### src/rtl/alu_op_sequencer_if.sv
// alu_op_sequencer_if
//   Bundles the request/response handshake and the ALU control outputs of the
//   ALU op sequencer.
//   master: requester side (drives op_valid, opcode, res_ready)
//   slave : sequencer side (drives op_ready, alu_op, z_load, busy,
//           res_valid, res_err, op_count)
//   CNT_W : width of op_count; must match the sequencer's CNT_W.
interface alu_op_sequencer_if #(
  parameter int CNT_W = 16
);
  logic             op_valid;
  logic             op_ready;
  logic [3:0]       opcode;
  logic [12:0]      alu_op;
  logic             z_load;
  logic             busy;
  logic             res_valid;
  logic             res_ready;
  logic             res_err;
  logic [CNT_W-1:0] op_count;

  modport master (
    output op_valid, opcode, res_ready,
    input  op_ready, alu_op, z_load, busy, res_valid, res_err, op_count
  );

  modport slave (
    input  op_valid, opcode, res_ready,
    output op_ready, alu_op, z_load, busy, res_valid, res_err, op_count
  );
endinterface

### src/rtl/alu_op_sequencer.sv
// alu_op_sequencer
//   Multi-cycle controller that sequences the datapath ALU. One opcode is
//   accepted per transaction, the matching one-hot ALU line is held for the
//   op latency plus a capture cycle in which z_load strobes the Z register,
//   then a completion response is returned.
// Ports
//   clk  : system clock, rising edge
//   clr  : asynchronous active-high reset
//   bus  : alu_op_sequencer_if.slave
//          op_valid/op_ready/opcode      request handshake
//          alu_op[12:0]                  one-hot ALU op lines (bit n = opcode n)
//          z_load                        one-cycle Z register load strobe
//          busy                          high outside IDLE
//          res_valid/res_ready/res_err   completion handshake
//          op_count[CNT_W-1:0]           completed legal ops, wrapping
// Configuration
//   SEQ_ILLEGAL_TRAP_EN : when defined, opcodes 13-15 skip execution and
//   complete immediately with res_err=1. When undefined they execute as NOT.
module alu_op_sequencer #(
  parameter int MUL_LAT = 1,
  parameter int DIV_LAT = 32,
  parameter int CNT_W   = 16
) (
  input  logic               clk,
  input  logic               clr,
  alu_op_sequencer_if.slave  bus
);

  localparam int MAX_LAT = (MUL_LAT > DIV_LAT) ? MUL_LAT : DIV_LAT;
  localparam int LAT_W   = $clog2(MAX_LAT + 1);

`ifdef SEQ_ILLEGAL_TRAP_EN
  localparam bit TRAP = 1'b1;
`else
  localparam bit TRAP = 1'b0;
`endif

  localparam logic [3:0] OP_MUL = 4'd4;
  localparam logic [3:0] OP_DIV = 4'd5;
  localparam logic [3:0] OP_NOT = 4'd11;
  localparam logic [3:0] OP_MAX = 4'd12;

  typedef enum logic [1:0] {
    IDLE,
    EXEC,
    CAPT,
    RESP
  } state_t;

  state_t           state_q, state_d;
  logic [3:0]       op_q, op_d;
  logic [LAT_W-1:0] lat_q, lat_d;
  logic             err_q, err_d;
  logic [CNT_W-1:0] cnt_q;

  logic             illegal;
  logic [3:0]       eff_op;
  logic [LAT_W-1:0] lat_load;

  // Illegal opcodes are remapped to NOT unless trapping; the latched copy is
  // therefore always a legal op index and alu_op stays one-hot.
  always_comb begin
    illegal = (bus.opcode > OP_MAX);
    eff_op  = (illegal && !TRAP) ? OP_NOT : bus.opcode;
    if (eff_op == OP_MUL) begin
      lat_load = LAT_W'(MUL_LAT - 1);
    end else if (eff_op == OP_DIV) begin
      lat_load = LAT_W'(DIV_LAT - 1);
    end else begin
      lat_load = '0;
    end
  end

  always_comb begin
    state_d       = state_q;
    op_d          = op_q;
    lat_d         = lat_q;
    err_d         = err_q;
    bus.op_ready  = 1'b0;
    bus.alu_op    = '0;
    bus.z_load    = 1'b0;
    bus.res_valid = 1'b0;
    bus.res_err   = 1'b0;
    bus.busy      = (state_q != IDLE);

    unique case (state_q)
      IDLE: begin
        bus.op_ready = 1'b1;
        if (bus.op_valid) begin
          op_d  = eff_op;
          lat_d = lat_load;
          err_d = TRAP && illegal;
          state_d = (TRAP && illegal) ? RESP : EXEC;
        end
      end
      EXEC: begin
        bus.alu_op = 13'(1) << op_q;
        if (lat_q == '0) begin
          state_d = CAPT;
        end else begin
          lat_d = lat_q - LAT_W'(1);
        end
      end
      CAPT: begin
        // alu_op stays asserted so the ALU output is stable while Z loads.
        bus.alu_op = 13'(1) << op_q;
        bus.z_load = 1'b1;
        state_d    = RESP;
      end
      RESP: begin
        bus.res_valid = 1'b1;
        bus.res_err   = err_q;
        if (bus.res_ready) begin
          state_d = IDLE;
        end
      end
      default: state_d = IDLE;
    endcase
  end

  always_ff @(posedge clk or posedge clr) begin
    if (clr) begin
      state_q <= IDLE;
      op_q    <= '0;
      lat_q   <= '0;
      err_q   <= 1'b0;
      cnt_q   <= '0;
    end else begin
      state_q <= state_d;
      op_q    <= op_d;
      lat_q   <= lat_d;
      err_q   <= err_d;
      if (state_q == CAPT) begin
        cnt_q <= cnt_q + CNT_W'(1);
      end
    end
  end

  assign bus.op_count = cnt_q;

endmodule
### src/flat_wrapper.sv
// flat-port wrapper written by rule: the top's interface ports become plain ports
module alu_op_sequencer_flat 
#(
  parameter int MUL_LAT = 1,
  parameter int DIV_LAT = 32,
  parameter int CNT_W   = 16
)
  (clk, clr, bus_op_valid, bus_opcode, bus_res_ready, bus_op_ready, bus_alu_op, bus_z_load, bus_busy, bus_res_valid, bus_res_err, bus_op_count);
  alu_op_sequencer_if #(.CNT_W(CNT_W)) bus_i ();
  input  logic clk;
  input  logic clr;
  input wire logic [$bits(bus_i.op_valid)-1:0] bus_op_valid;
  input wire logic [$bits(bus_i.opcode)-1:0] bus_opcode;
  input wire logic [$bits(bus_i.res_ready)-1:0] bus_res_ready;
  output wire logic [$bits(bus_i.op_ready)-1:0] bus_op_ready;
  output wire logic [$bits(bus_i.alu_op)-1:0] bus_alu_op;
  output wire logic [$bits(bus_i.z_load)-1:0] bus_z_load;
  output wire logic [$bits(bus_i.busy)-1:0] bus_busy;
  output wire logic [$bits(bus_i.res_valid)-1:0] bus_res_valid;
  output wire logic [$bits(bus_i.res_err)-1:0] bus_res_err;
  output wire logic [$bits(bus_i.op_count)-1:0] bus_op_count;
  assign bus_i.op_valid = bus_op_valid;
  assign bus_i.opcode = bus_opcode;
  assign bus_i.res_ready = bus_res_ready;
  assign bus_op_ready = bus_i.op_ready;
  assign bus_alu_op = bus_i.alu_op;
  assign bus_z_load = bus_i.z_load;
  assign bus_busy = bus_i.busy;
  assign bus_res_valid = bus_i.res_valid;
  assign bus_res_err = bus_i.res_err;
  assign bus_op_count = bus_i.op_count;
  alu_op_sequencer #(.MUL_LAT(MUL_LAT), .DIV_LAT(DIV_LAT), .CNT_W(CNT_W)) u_core (.clk(clk), .clr(clr), .bus(bus_i));
endmodule
### config.mk
export PLATFORM = sky130hd
export DESIGN_NAME = alu_op_sequencer_flat
export DESIGN_NICKNAME = d
export VERILOG_FILES = /design/src/rtl/alu_op_sequencer_if.sv /design/src/rtl/alu_op_sequencer.sv /design/src/flat_wrapper.sv
export SDC_FILE = /design/constraint.sdc
export NUM_CORES = 1
export LEC_CHECK = 0
export CELL_PAD_IN_SITES_DETAIL_PLACEMENT = 2
export CELL_PAD_IN_SITES_GLOBAL_PLACEMENT = 2
export CORE_ASPECT_RATIO = 1.1
export CORE_MARGIN = 5
export CORE_UTILIZATION = 31
export DETAILED_ROUTE_END_ITERATION = 6
export GPL_ROUTABILITY_DRIVEN = 0
export GPL_TIMING_DRIVEN = 0
export PLACE_DENSITY_LB_ADDON = 0.1
export REMOVE_ABC_BUFFERS = 1
export SYNTH_ARGS = -nofsm -noshare
export SYNTH_HDL_FRONTEND = slang
export SYNTH_SLANG_ARGS = --single-unit
export TNS_END_PERCENT = 100
### constraint.sdc
create_clock -name clk -period 3.35 [get_ports clk]
set_input_delay 0.67 -clock clk [delete_from_list [all_inputs] [get_ports clk]]
set_output_delay 0.67 -clock clk [all_outputs]
set_load 0.05 [all_outputs]
## After elaboration in Yosys (flattened, before gate mapping)

Cells that the tools add are included.
W data, S select, Z words.

| storage, ports and cells | value |
|---|---|
| register bits | 28 |
| latch bits | 0 |
| bits in writable memories | 0 |
| memory bits (read-only) | 0 |
| input port bits | 8 |
| output and inout port bits | 34 |
| word-level logic and storage cells | 39 |
| memories | 0 |

| cells by class | value |
|---|---|
| add/sub/neg operators | 2 |
| multiply operators | 0 |
| div/mod/pow operators | 0 |
| magnitude comparators | 1 |
| eq/ne operators | 9 |
| shifts and indexed selects | 1 |
| muxes and demuxes | 14 |
| bitwise gates (word level) | 0 |
| reductions and logical operators | 8 |

Operator list:

| cell | number |
|---|---|
| $add A16 B1 Y16 const B | 1 |
| $mux W13 | 1 |
| $shl A1 B4 Y13 const A | 1 |
| $mux W6 | 2 |
| $pmux W6 S2 | 1 |
| $mux W5 | 2 |
| $eq A4 B3 Y1 const B | 2 |
| $pmux W2 S4 | 1 |
| $logic_not A6 Y1 | 1 |
| $mux W2 | 3 |
| $ne A2 B2 Y1 const B | 3 |
| $reduce_and A3 Y1 | 2 |
| $sub A6 B1 Y6 const B | 1 |
| $eq A2 B2 Y1 const B | 2 |
| $gt A4 B4 Y1 const B | 1 |
| $mux W4 | 1 |
| $reduce_bool A2 Y1 | 2 |
| $mux W1 | 3 |
| $eq A2 B1 Y1 const B | 1 |
| $logic_not A2 Y1 | 1 |
| $ne A2 B1 Y1 const B | 1 |
| $reduce_and A2 Y1 | 1 |
| $reduce_or A2 Y1 | 1 |

## Longest topological paths before layout

| logic depth | value |
|---|---|
| depth in word-level cells | 7 |
| depth in mapped cells | 8 |
| mapped depth without buffers | 6 |

## Worst setup path before layout

Ideal clock, no wire load.

| path | value |
|---|---|
| path type | register -> output |
| start point | register u_core.state_q[1] |
| end point | output bus_alu_op[0] |
| data arrival time | 2295 ps |
| required time | 2680 ps |
| slack | 385 ps |
| stages on the path, launching flop included | 5 |
| path buffers | 0 |
| cells stage by stage | dfrtp_1 inv_1 ha_1 or3b_2 nor3_1 |

| between the ends | value |
|---|---|
| word-level cells in the longest chain between the ends | 3 |
| elaborated cells between the ends (all ways) | 4 |
| classes of those cells | eq/ne: 2; mux: 1; reduce/logical: 1 |

Ends and longest elaborated chain:

| item | RTL line | text |
|---|---|---|
| start: declaration | alu_op_sequencer.sv:50 | `state_t state_q, state_d;` |
| start signal: assignment | alu_op_sequencer.sv:129 | `state_q <= state_d;` |
| $eq A2 B1 Y1 / $eq A2 B2 Y1 (equally long branches) | alu_op_sequencer.sv:86 | `unique case (state_q)` |
| $reduce_or A2 Y1 (no source line) * | - |  |
| $mux W13 * | - |  |
| end: declaration | flat_wrapper.sv:16 | `output wire logic [$bits(bus_i.alu_op)-1:0] bus_alu_op;` |

Mark *: on every way between the ends. The rest lies on a longest branch, timed or not.

## Worst setup path in the final report

| path | value |
|---|---|
| start point | register u_core.state_q[0] |
| end point | output bus_alu_op[2] |

Same word-level chain as after synthesis.

==> reports/results.txt <==
FF-to-FF End: u_core.lat_q[3]
most common cell in the netlist: dfrtp_1
Pwr per Cell Area: 915 mW/mm^2
Avg WL per Cell: 16.3 um
initial antenna violation count: 0
RR Startpoint: u_core.state_q[1]
top cells by area, synth: dfrtp_1 (46%), xnor2_1 (7.5%), ha_1 (5.8%)
Clk Latency, worst-skew pair: 0.27 ns
top post-synthesis cells by count: dfrtp_1 (28), nand2_1 (16), nor2_1 (15)
Fill cells: 530
Pre-antenna DRT Iters: 2
FP Rows: 26
Post-synth EDFFs: 0
Synth async-reset ratio: 100%
max-slew violation count: 0
Placeable Area: 0.00472 mm^2
share of Yosys cell area claimed by the top area cell type: 46.0%
first-pass GRT wire length: 6950 um
starting DRC count in detailed routing: 28
CTS tree: yes
Die Height: 83.5 um
startpoint types: register
# resized after CTS: 0
# IOs: 42
Setup CP Type: register to primary output
Ant. Diodes: 0
DRT Wirelength: 4100 um
antenna-violating nets left: 0
RSZ-0062 raised after global routing: no
setup slack after layout: 0.351 ns
Post-DP HPWL: 3250 um
total grt overflow: 0
placed insts: 248
non-filler cells, final: 252
flops & latches, synth: 28
number of global-route vias before repair: 1,419
pre-CTS WS: 0.356 ns
largest net degree at the start of global routing: 29
Critical Path End Type: primary output
Layout Skew: 0.00312 ns
die width: 76.8 um
Rel. slew slack: 27.5%
area leader, netlist: dfrtp_1
die area: 0.00642 mm^2
fmax: 333 MHz
Setup crit start: u_core.state_q[0]
H-tree lvl count: 1
CP Max Fanout: 5
worst path required time: 2.68 ns
Setup violations, final: 0
crit share post-route: 89.5%
mean area per synthesized cell: 9.82 um^2
Min-Delay Path Class: register to register
Yosys cell types: 38
hold path start: u_core.bus.op_count[5]
Mapped Area: 0.00152 mm^2
# Max-Cap Violations: 0
predominant post-synthesis flop cell: dfrtp_1
Port Buffers: 40
YS warnings: 0
CTS Sinks: 28
P_leak: 0.000908 uW
Initial Util: 32.3%
TritonCTS buffer count: 3
worst slew pin tran: 1.09 ns
final core occ: 43.3%
minimum clock period: 3.00 ns
worst vdd ir: 0.000290 V
vias per inst: 5.12
Critical Path AT: 2.33 ns
Worst Setup EP: bus_alu_op[2]
worst reg2reg path depth: 5
Residual DRC: 0
Tot GR Track Use: 12.8%
Reg clk slew, reported paths: 0.10 ns
sequential area share after synthesis: 46.0%
Layout Nets: 212
outcome: complete, no violations
post-route setup TNS: 0 ns
hold-fix buffer count after cts: 0
synthesized instance count: 155
Fin. Hold Viols: 0
CTS root buf: clkbuf_8
reg-to-reg setup timing slack: 1.33 ns
Clock Tree Buf Depth: 2
postcts setup bufs: 0
share of cells above drive strength 1: 6.63%
routed via count: 1,290
Area Overhead vs Synth: 34.1%
sequential cells by signal, indices dropped and copies added, names as in the netlist:
register             flops
u_core.bus.op_count     16
u_core.lat_q             6
u_core.state_q           2
u_core.op_q              4
where the power goes:
group / internal (uW) / switching, uW
sequential: 436 / 117
clock: 105 / 104
combinational: 410 / 696
cells by family after synthesis:
family,Yosys count,synth area share [%]
xor+xnor,16,9.20
fa+ha+maj,7,5.75
simple gates,63,21.5
mux,5,3.86
buf+inv,10,2.79
flops,28,46.0
compound gates,25,10.6
other cells,1,0.246
worst max-delay path, cell delays in order, from the launching register on:
cell and delay, ns:
dfrtp_1 0.41, inv_1 0.10, ha_1 0.36, nand3b_1 0.19
nor3_1 0.17, clkdlybuf4s50_1 0.83
through the flow:
stage               cell area, um^2  power (uW)  hold slack (ns)
finish                         2040        1870            0.503
global route                   2040        1990            0.523
CTS                            2030        1900            0.508
detailed placement             1980        1680            0.491
global placement               1980        1630            0.462
floorplan                      1510        1330            0.474
cell type report:
class	count	area, um^2	area share (%)
flip-flops and latches	28	701	34.3
multi-input cells	117	779	38.2
clock buffers	4	55.1	2.70
inverters	7	26.3	1.29
repair buffers	40	410	20.1
well taps	56	70.1	3.43
layer usage:
layer / wire length, um / global-route usage [%]
met5: 0 / 0
met3: 125 / 1.84
met2: 2230 / 23.7
met4: 21 / 2.38
met1: 1720 / 15.5
cells in the final DEF, fill, tap and decap left out, drive strengths merged, types with 4 or more instances in the layout:
cell,netlist,layout
clkbuf,1,4
clkdlybuf4s50,0,36
dfrtp,28,28
dlymetal6s2s,0,4
ha,7,7
inv,7,7
mux2,4,4
nand2,16,16
nand3,7,7
nor2,15,15
nor3,5,5
o21ai,12,12
xnor2,13,13
how the worst min path moves through the flow:
stage,endpoint,depth (start not counted)
after floorplan,u_core.lat_q[4],1
after global placement,u_core.bus.op_count[15],1
after detailed placement,u_core.bus.op_count[14],1
after CTS,u_core.bus.op_count[5],1
after global routing,u_core.bus.op_count[15],1
final,u_core.bus.op_count[5],1
Power figures use the tool's default switching activity.
